### config.mk
export PLATFORM = sky130hd
export DESIGN_NAME = node_bus_feeder
export DESIGN_NICKNAME = d
export VERILOG_FILES = /design/src/rtl/node_bus_feeder.sv
export SDC_FILE = /design/constraint.sdc
export NUM_CORES = 1
export LEC_CHECK = 0
export ABC_CLOCK_PERIOD_IN_PS = 4300
export CAP_MARGIN = 25
export CORE_MARGIN = 2
export CORE_UTILIZATION = 49
export DETAILED_ROUTE_END_ITERATION = 8
export PLACE_DENSITY_LB_ADDON = 0.3
export SYNTH_ARGS = -nofsm -noshare
export SYNTH_HDL_FRONTEND = slang
export SYNTH_SLANG_ARGS = --single-unit
### constraint.sdc
create_clock -name clk -period 4.3 [get_ports clk]
set_clock_uncertainty 0.2 [all_clocks]
set_input_delay 0.43 -clock clk [delete_from_list [all_inputs] [get_ports clk]]
set_output_delay 0.43 -clock clk [all_outputs]
set_load 0.03 [all_outputs]
### src/rtl/node_bus_feeder.sv
`default_nettype none
// ============================================================================
// Module   : node_bus_feeder
// Purpose  : Buffers router blocks in a small FIFO and issues them onto one
//            of two tagged output buses under control of a command that
//            gives a base tag, a tag stride and a block count.
// Ports    : clk, rst (async, active-low)
//            cmd_valid/cmd_ready/cmd_tag/cmd_stride/cmd_count/cmd_port
//            in_valid/in_ready/in_data          - block input
//            tagA_OUT/d0_OUT, tagB_OUT/d1_OUT   - registered bus A / bus B
//            busy, done                         - status
// Revision : 1.0 - initial release
// ============================================================================
module node_bus_feeder #(
    parameter int DATA_WIDTH  = 16,
    parameter int BLOCK_WIDTH = 8 * DATA_WIDTH,
    parameter int TAG_WIDTH   = 16,
    parameter int DEPTH       = 4
) (
    input  logic                   clk,
    input  logic                   rst,
    input  logic                   cmd_valid,
    output logic                   cmd_ready,
    input  logic [TAG_WIDTH-1:0]   cmd_tag,
    input  logic [TAG_WIDTH-1:0]   cmd_stride,
    input  logic [TAG_WIDTH-1:0]   cmd_count,
    input  logic                   cmd_port,
    input  logic                   in_valid,
    output logic                   in_ready,
    input  logic [BLOCK_WIDTH-1:0] in_data,
    output logic [TAG_WIDTH-1:0]   tagA_OUT,
    output logic [TAG_WIDTH-1:0]   tagB_OUT,
    output logic [BLOCK_WIDTH-1:0] d0_OUT,
    output logic [BLOCK_WIDTH-1:0] d1_OUT,
    output logic                   busy,
    output logic                   done
);

    localparam int c_PTR_W = (DEPTH > 1) ? $clog2(DEPTH) : 1;
    localparam int c_CNT_W = $clog2(DEPTH + 1);

    localparam logic [1:0] c_IDLE   = 2'd0;
    localparam logic [1:0] c_STREAM = 2'd1;
    localparam logic [1:0] c_DONE   = 2'd2;

    // Reserved tag shown on a bus that is not carrying a block.
    localparam logic [TAG_WIDTH-1:0] c_IDLE_TAG = '1;

    // ------------------------------------------------------------------
    // FIFO storage and bookkeeping
    // ------------------------------------------------------------------
    logic [BLOCK_WIDTH-1:0] r_mem [DEPTH];
    logic [c_PTR_W-1:0]     r_wr_ptr;
    logic [c_PTR_W-1:0]     r_rd_ptr;
    logic [c_CNT_W-1:0]     r_count;

    // Command / issue state
    logic [1:0]             r_state;
    logic [TAG_WIDTH-1:0]   r_tag;
    logic [TAG_WIDTH-1:0]   r_stride;
    logic [TAG_WIDTH-1:0]   r_remaining;
    logic                   r_port;

    // Registered bus outputs
    logic [TAG_WIDTH-1:0]   r_tag_a;
    logic [TAG_WIDTH-1:0]   r_tag_b;
    logic [BLOCK_WIDTH-1:0] r_d0;
    logic [BLOCK_WIDTH-1:0] r_d1;

    logic                   w_full;
    logic                   w_empty;
    logic                   w_push;
    logic                   w_pop;
    logic                   w_cmd_accept;
    logic [c_PTR_W-1:0]     w_wr_ptr_nxt;
    logic [c_PTR_W-1:0]     w_rd_ptr_nxt;
    logic [BLOCK_WIDTH-1:0] w_pop_data;

    // Full/empty come straight from the occupancy register, so in_ready
    // never depends combinationally on anything on the output side.
    assign w_full       = (r_count == c_CNT_W'(DEPTH));
    assign w_empty      = (r_count == '0);
    assign w_push       = in_valid & ~w_full;
    assign w_pop        = (r_state == c_STREAM) & ~w_empty;
    assign w_cmd_accept = cmd_valid & (r_state == c_IDLE);

    // Explicit wrap keeps the pointers correct for non-power-of-two depths.
    assign w_wr_ptr_nxt = (r_wr_ptr == c_PTR_W'(DEPTH - 1)) ? '0 : r_wr_ptr + c_PTR_W'(1);
    assign w_rd_ptr_nxt = (r_rd_ptr == c_PTR_W'(DEPTH - 1)) ? '0 : r_rd_ptr + c_PTR_W'(1);
    assign w_pop_data   = r_mem[r_rd_ptr];

    // Payload storage carries no reset; validity is tracked by r_count.
    always_ff @(posedge clk) begin
        if (w_push) begin
            r_mem[r_wr_ptr] <= in_data;
        end
    end

    always_ff @(posedge clk or negedge rst) begin
        if (!rst) begin
            r_wr_ptr <= '0;
            r_rd_ptr <= '0;
            r_count  <= '0;
        end else begin
            if (w_push) begin
                r_wr_ptr <= w_wr_ptr_nxt;
            end
            if (w_pop) begin
                r_rd_ptr <= w_rd_ptr_nxt;
            end
            case ({w_push, w_pop})
                2'b10:   r_count <= r_count + c_CNT_W'(1);
                2'b01:   r_count <= r_count - c_CNT_W'(1);
                default: r_count <= r_count;
            endcase
        end
    end

    // ------------------------------------------------------------------
    // Command FSM
    // ------------------------------------------------------------------
    always_ff @(posedge clk or negedge rst) begin
        if (!rst) begin
            r_state     <= c_IDLE;
            r_tag       <= '0;
            r_stride    <= '0;
            r_remaining <= '0;
            r_port      <= 1'b0;
        end else begin
            case (r_state)
                c_IDLE: begin
                    if (w_cmd_accept) begin
                        if (cmd_count != '0) begin
                            r_tag       <= cmd_tag;
                            r_stride    <= cmd_stride;
                            r_remaining <= cmd_count;
                            r_port      <= cmd_port;
                            r_state     <= c_STREAM;
                        end else begin
                            r_state     <= c_DONE;
                        end
                    end
                end
                c_STREAM: begin
                    // An empty FIFO simply leaves tag and remaining untouched.
                    if (w_pop) begin
                        r_tag       <= r_tag + r_stride;
                        r_remaining <= r_remaining - TAG_WIDTH'(1);
                        if (r_remaining == TAG_WIDTH'(1)) begin
                            r_state <= c_DONE;
                        end
                    end
                end
                c_DONE: begin
                    r_state <= c_IDLE;
                end
                default: begin
                    r_state <= c_IDLE;
                end
            endcase
        end
    end

    // ------------------------------------------------------------------
    // Bus output registers: a popped block is visible for exactly the
    // cycle after its pop edge; otherwise both buses show the idle tag.
    // ------------------------------------------------------------------
    always_ff @(posedge clk or negedge rst) begin
        if (!rst) begin
            r_tag_a <= c_IDLE_TAG;
            r_tag_b <= c_IDLE_TAG;
            r_d0    <= '0;
            r_d1    <= '0;
        end else begin
            r_tag_a <= c_IDLE_TAG;
            r_tag_b <= c_IDLE_TAG;
            r_d0    <= '0;
            r_d1    <= '0;
            if (w_pop) begin
                if (r_port) begin
                    r_tag_b <= r_tag;
                    r_d1    <= w_pop_data;
                end else begin
                    r_tag_a <= r_tag;
                    r_d0    <= w_pop_data;
                end
            end
        end
    end

    assign tagA_OUT  = r_tag_a;
    assign tagB_OUT  = r_tag_b;
    assign d0_OUT    = r_d0;
    assign d1_OUT    = r_d1;
    assign cmd_ready = (r_state == c_IDLE);
    assign busy      = (r_state == c_STREAM);
    assign done      = (r_state == c_DONE);
    assign in_ready  = ~w_full;

endmodule
`default_nettype wire

# Word level (Yosys, flattened, before mapping)
# Memory sizes are Yosys's and may differ from the RTL's.
# Index checks and enable logic that the tools add are counted.
# word_totals
reg_bits	346
ramBits	512
n_memories	1
# mem_list
memory	words	width	read_ports	rd_ports_with_merged_regs	wr	line_no	source
r_mem	4	128	1	0	1	52	logic [BLOCK_WIDTH-1:0] r_mem [DEPTH];
# classes
addsub	6
n_eq_ne	12
muxes	26
n_bitwise	5
reduce_logical	8
# op_table
op	n
2-to-1 mux 128 bit	4
2-to-1 mux 16 bit	10
case mux 16 bit (2 select lines)	2
adder 16 bit	1
== test 16 x 1 -> 1 bit, second input constant	1
nonzero test 16 bit	1
subtractor 16 x 1 -> 16 bit, second input constant	1
2-to-1 mux 2 bit	6
== test 2 bit, second input constant	4
!= test 2 x 1 -> 1 bit, second input constant	4
case mux 3 bit (2 select lines)	1
AND reduction 3 bit	2
adder 2 x 1 -> 2 bit, second input constant	2
== test 2 x 1 -> 1 bit, second input constant	2
case mux 2 bit (2 select lines)	1
AND reduction 4 bit	1
nonzero test 2 bit	2
adder 3 x 1 -> 3 bit, second input constant	1
bitwise AND 1 bit	3
== test 3 bit, second input constant	1
zero test 3 bit	1
subtractor 3 x 1 -> 3 bit, second input constant	1
zero test 2 bit	1
2-to-1 mux 1 bit	2
NOT 1 bit	2

# Logic depth before layout (Yosys ltp)
# depth
word_depth	5
mapped_depth	13
mapped_depth_nobuf	10

# Least setup slack after synthesis
# Ideal clock, no wire load.
# synth_path
path_type	flip-flop to flip-flop
startpoint	reg r_count[0]
endpoint	mem r_mem[1][0] (netlist bit) (enable)
setup_time_ns	0.503
arrival_ns	3.844
required_time_ns	3.597
setup_slack_ns	-0.247
stages_incl_launch_ff	4
path_buffers	0
cell_sequence	dfrtp_1 -> inv_1 -> nand3_1 -> and3_1
# synth_via
elab_chain_cells	5
# synth_lines
element	line_no	source
from (decl)	55	logic [c_CNT_W-1:0] r_count;
from (signal assigned)	112	2'b10: r_count <= r_count + c_CNT_W'(1);
from (signal assigned)	113	2'b01: r_count <= r_count - c_CNT_W'(1);
from (signal assigned)	114	default: r_count <= r_count;
== test 3 bit	81	assign w_full = (r_count == c_CNT_W'(DEPTH));
NOT 1 bit	-	
via in_ready	29	output logic in_ready,
bitwise AND 1 bit	83	assign w_push = in_valid & ~w_full;
2-to-1 mux 1 bit	94	if (w_push) begin
2-to-1 mux 1 bit (not written as such)	95	r_mem[r_wr_ptr] <= in_data;
to (decl)	52	
# The timed path passes the listed nets, and every way through them passes these cells.

# Worst setup path in the final report
# layout_path
startpoint	reg r_state[0]
endpoint	out busy
# layout_via
elab_chain_cells	1
# layout_lines
element	line_no	source
from (decl)	58	logic [1:0] r_state;
from (signal assigned)	124	r_state <= c_IDLE;
from (signal assigned)	138	r_state <= c_STREAM;
from (signal assigned)	140	r_state <= c_DONE;
== test 2 x 1 -> 1 bit	196	assign busy = (r_state == c_STREAM);
to (decl)	35	output logic busy,
# Every way passes these cells.

==> results.md <==
- FF-to-FF setup slack: 1.26 ns
- Switching Power: 11.0 mW
- Cts hold-fix bufs: 1
- Critical path buffers and inverters: 3
- Top Usage Layer GRT: met2
- Clk_lat worst skew: 0.64 ns
- Crit Path Category: reg2out
- Outcome: completed
- CP Launch Type: flip-flop
- Die ar.: 0.0657 sq mm
- CP required: 3.67 ns
- Gr ovfl total: 0
- Starting density of the core: 0.495
- Final worst slack: 1.21 ns
- Initial antenna violation count: 18
- Flop pwr share: 0.392
- Setup violators final: 0
- Top Family by Delay on Critical Path: buffers and inverters
- Post-route insts no fill: 3103
- Largest cells by area after synthesis: edfxtp_1 49%, dfrtp_1 25%, mux4_2 9.2%
- Design internal power: 20.3 mW
- Synth top area share: 0.492
- Cell taking the most area after synthesis: edfxtp_1
- Die X: 256 microns
- DP Cell Count: 2936
- CP max stage delay: 0.74 ns
- Crit. End Element: primary output
- Crit-path max FO: 32
- Hold Crit Start: cmd_valid
- Cell count after synthesis: 1681
- Drt initial violations: 1002
- Ports: 473
- Max-cap violations: 0
- Hold endpoint: r_state[0]$_DFFE_PN0P_
- DR vias: 16.7k
- Peak supply drop: 0.497 mV
- Worst r2r dst: r_tag[14]$_DFFE_PN0P_
- DP HPWL: 43600 microns
- Reg2reg start: r_state[0]$_DFFE_PN0P_
- Fmax: 0.324 GHz
- Leak pwr: 15.3 nW
- P&R area growth vs syn: 27.4%
- Clk sinks: 858
- Number of buffers created by CTS: 86
- Met1 Use GR: 0.273
- Asr flop ratio synth: 0.403
- RSZ-0062 raised after global routing: no
- Area of the core: 0.0631 sq mm
- Final Hold Vio Count: 0
- Min-Delay Path Class: in2reg
- Mean Syn Cell Area: 18.6 sq um
- Critical path arrival: 2.46 ns
- Largest net degree at the start of global routing: 106
- Final setup TNS: 0 ns
- Die height: 256 microns
- Final nets: 2386
- Fin crit share: 0.718
- GP Congestion: 0.858
- Sw frac: 0.352
- Drt total wl: 69700 microns
- Post-synth top cells: 512 x edfxtp_1, 314 x dfrtp_1, 133 x and3_1, 130 x and2_1, 128 x mux4_2
- Post-CTS resize count: 0
- Fin crit period: 3.09 ns
- Top-count cell post-synth: edfxtp_1
- #FFs+latches synth: 858
- Hold Crit Depth: 3
- Share of cells above drive strength 1: 0.164
- Syn_nets: 1887
- Post-route ant nets: 0
- Post-DR vias/cell: 5.37
- Overall Global Routing Usage: 0.213
- Slowest-stage cell, CP: clkdlybuf4s50_1
- Met3 Use GR: 0.0591
- R2r worst-path depth: 9
- Cell variety after synth: 61
- CTS root buffer: clkbuf_16
- Residual DRC: 0
- Number of global-route vias before repair: 17.7k
- Clock network fraction of total power: 0.229
- Post-CTS Setup Bufs: 0
- Main synth FF type: edfxtp_1
- Crit-path cells: nand2b_2 > inv_1 > buf_4 > clkdlybuf4s50_1
- Clock slew at reported path FFs: 0.06 ns
- Post-synth EDFFs: 512
- Logic pwr share: 0.379
- CTS tree: yes
- DRT Pass-1 Iters: 4
- # port buffers: 472
- Synthesized area: 0.0312 sq mm
- Max-slew headroom: 0.396
- Setup WS pre-CTS: 0.924 ns
- CTS H-Tree Depth: 3
- Max Slew Vio Count: 0
- Global-route wire length before repair: 106000 microns
- FP Rows: 92
- Yosys warnings: 0
- WL per Instance: 22.5 microns
- CTS Buffer Depth: 3
- Met2 Usage GRT: 0.356
- PwrDens: 788 mW/mm^2
- Worst Max-Slew Pin Slew: 0.906 ns
- Sequential element share of the synthesized area: 0.771
==> tightest hold or removal path, stage by stage <==
cell,delay (ns)
clkdlybuf4s50_1,0.41
nor2_1,0.09
nor3_1,0.05
==> how the worst max path moves through the flow <==
| stage | from | to | slack (ns) | cells past startpoint |
|---|---|---|---|---|
| finish | r_state[0]$_DFFE_PN0P_ | busy | 1.21 | 4 |
| global route | r_state[1]$_DFFE_PN0P_ | r_count[2]$_DFFE_PN0P_ | 1.07 | 12 |
| CTS | r_state[0]$_DFFE_PN0P_ | d0_OUT[107]$_DFF_PN0_ | 1.12 | 7 |
| detailed placement | cmd_count[1] | r_remaining[1]$_DFFE_PN0P_ | 0.92 | 8 |
| global placement | cmd_count[1] | r_tag[13]$_DFFE_PN0P_ | 0.98 | 8 |
| floorplan | r_count[0]$_DFFE_PN0P_ | r_mem[0][0]$_DFFE_PP_ | 1.21 | 3 |
==> sequential cells by signal, indices dropped and copies added, names as in the netlist, 3 cells and up <==
| signal | flops |
|---|---|
| r_mem | 512 |
| d0_OUT | 128 |
| d1_OUT | 128 |
| r_remaining | 16 |
| r_stride | 16 |
| r_tag | 16 |
| tagA_OUT | 16 |
| tagB_OUT | 16 |
| r_count | 3 |
==> layout make-up <==
type | count | area (sq um)
fillers | 4478 | 23300
clock inverters | 36 | 287
well taps | 846 | 1060
multi-input cells | 720 | 6730
inverters | 10 | 38.8
repair buffers | 504 | 5100
clock buffers | 122 | 2450
flip-flops and latches | 858 | 24100
diodes | 7 | 17.5
==> stage by stage <==
stage	cell area, sq um	total power, mW	hold WS (ns)	utilization
2_1_floorplan	31200	19.7	-0.0656	-
3_3_place_gp	37000	24.1	0.280	0.586
3_5_place_dp	37000	24.4	0.294	0.586
4_1_cts	39700	31.6	0.161	0.630
5_1_grt	39800	32.8	0.178	0.631
6_report	39800	31.3	0.195	0.631
==> cell families (layout without fill, tap and decap cells) <==
kind of cell | count (synthesis) | count (layout) | share of synthesized area
AOI/OAI and AO/OA | 113 | 113 | 0.0222
xor gates and xnor gates | 15 | 15 | 0.00421
adders and majority gates | 25 | 25 | 0.0105
buffers and inverters | 103 | 672 | 0.0141
DFF | 858 | 858 | 0.771
muxes | 148 | 148 | 0.0995
other | 0 | 7 | 0
and+or+nand+nor | 419 | 419 | 0.0784
==> layout by cell type (no fill, tap or decap), drive strengths merged, types with 9 or more instances in the layout <==
cell             n
clkdlybuf4s50  471
a21oi           39
or3             18
clkbuf         122
nor3             9
buf             32
clkinv          28
nand3           14
inv             14
and2           131
mux4           128
o21ai           27
or2             16
nand2           38
mux2            18
dfrtp          314
and3           133
xor2             9
ha              23
dfstp           32
a21o            10
edfxtp         512
nor2            40
==> metal layers <==
layer  wire length, microns  vias to the layer above
met4                   1770                       20
met5                    139                        -
li1                       -                     7360
met2                  35400                      552
met1                  27700                     8600
met3                   4690                      133
==> power groups by stage <==
stage          clock network [mW]  registers [mW]  logic, mW
3_5_place_dp                    0            12.4       11.9
4_1_cts                      7.34            12.3       12.0
3_3_place_gp                    0            12.3       11.7
2_1_floorplan                   0            14.3       5.36
6_report                     7.18            12.3       11.9
5_1_grt                      7.65            12.5       12.6
Power figures use the tool's default switching activity.
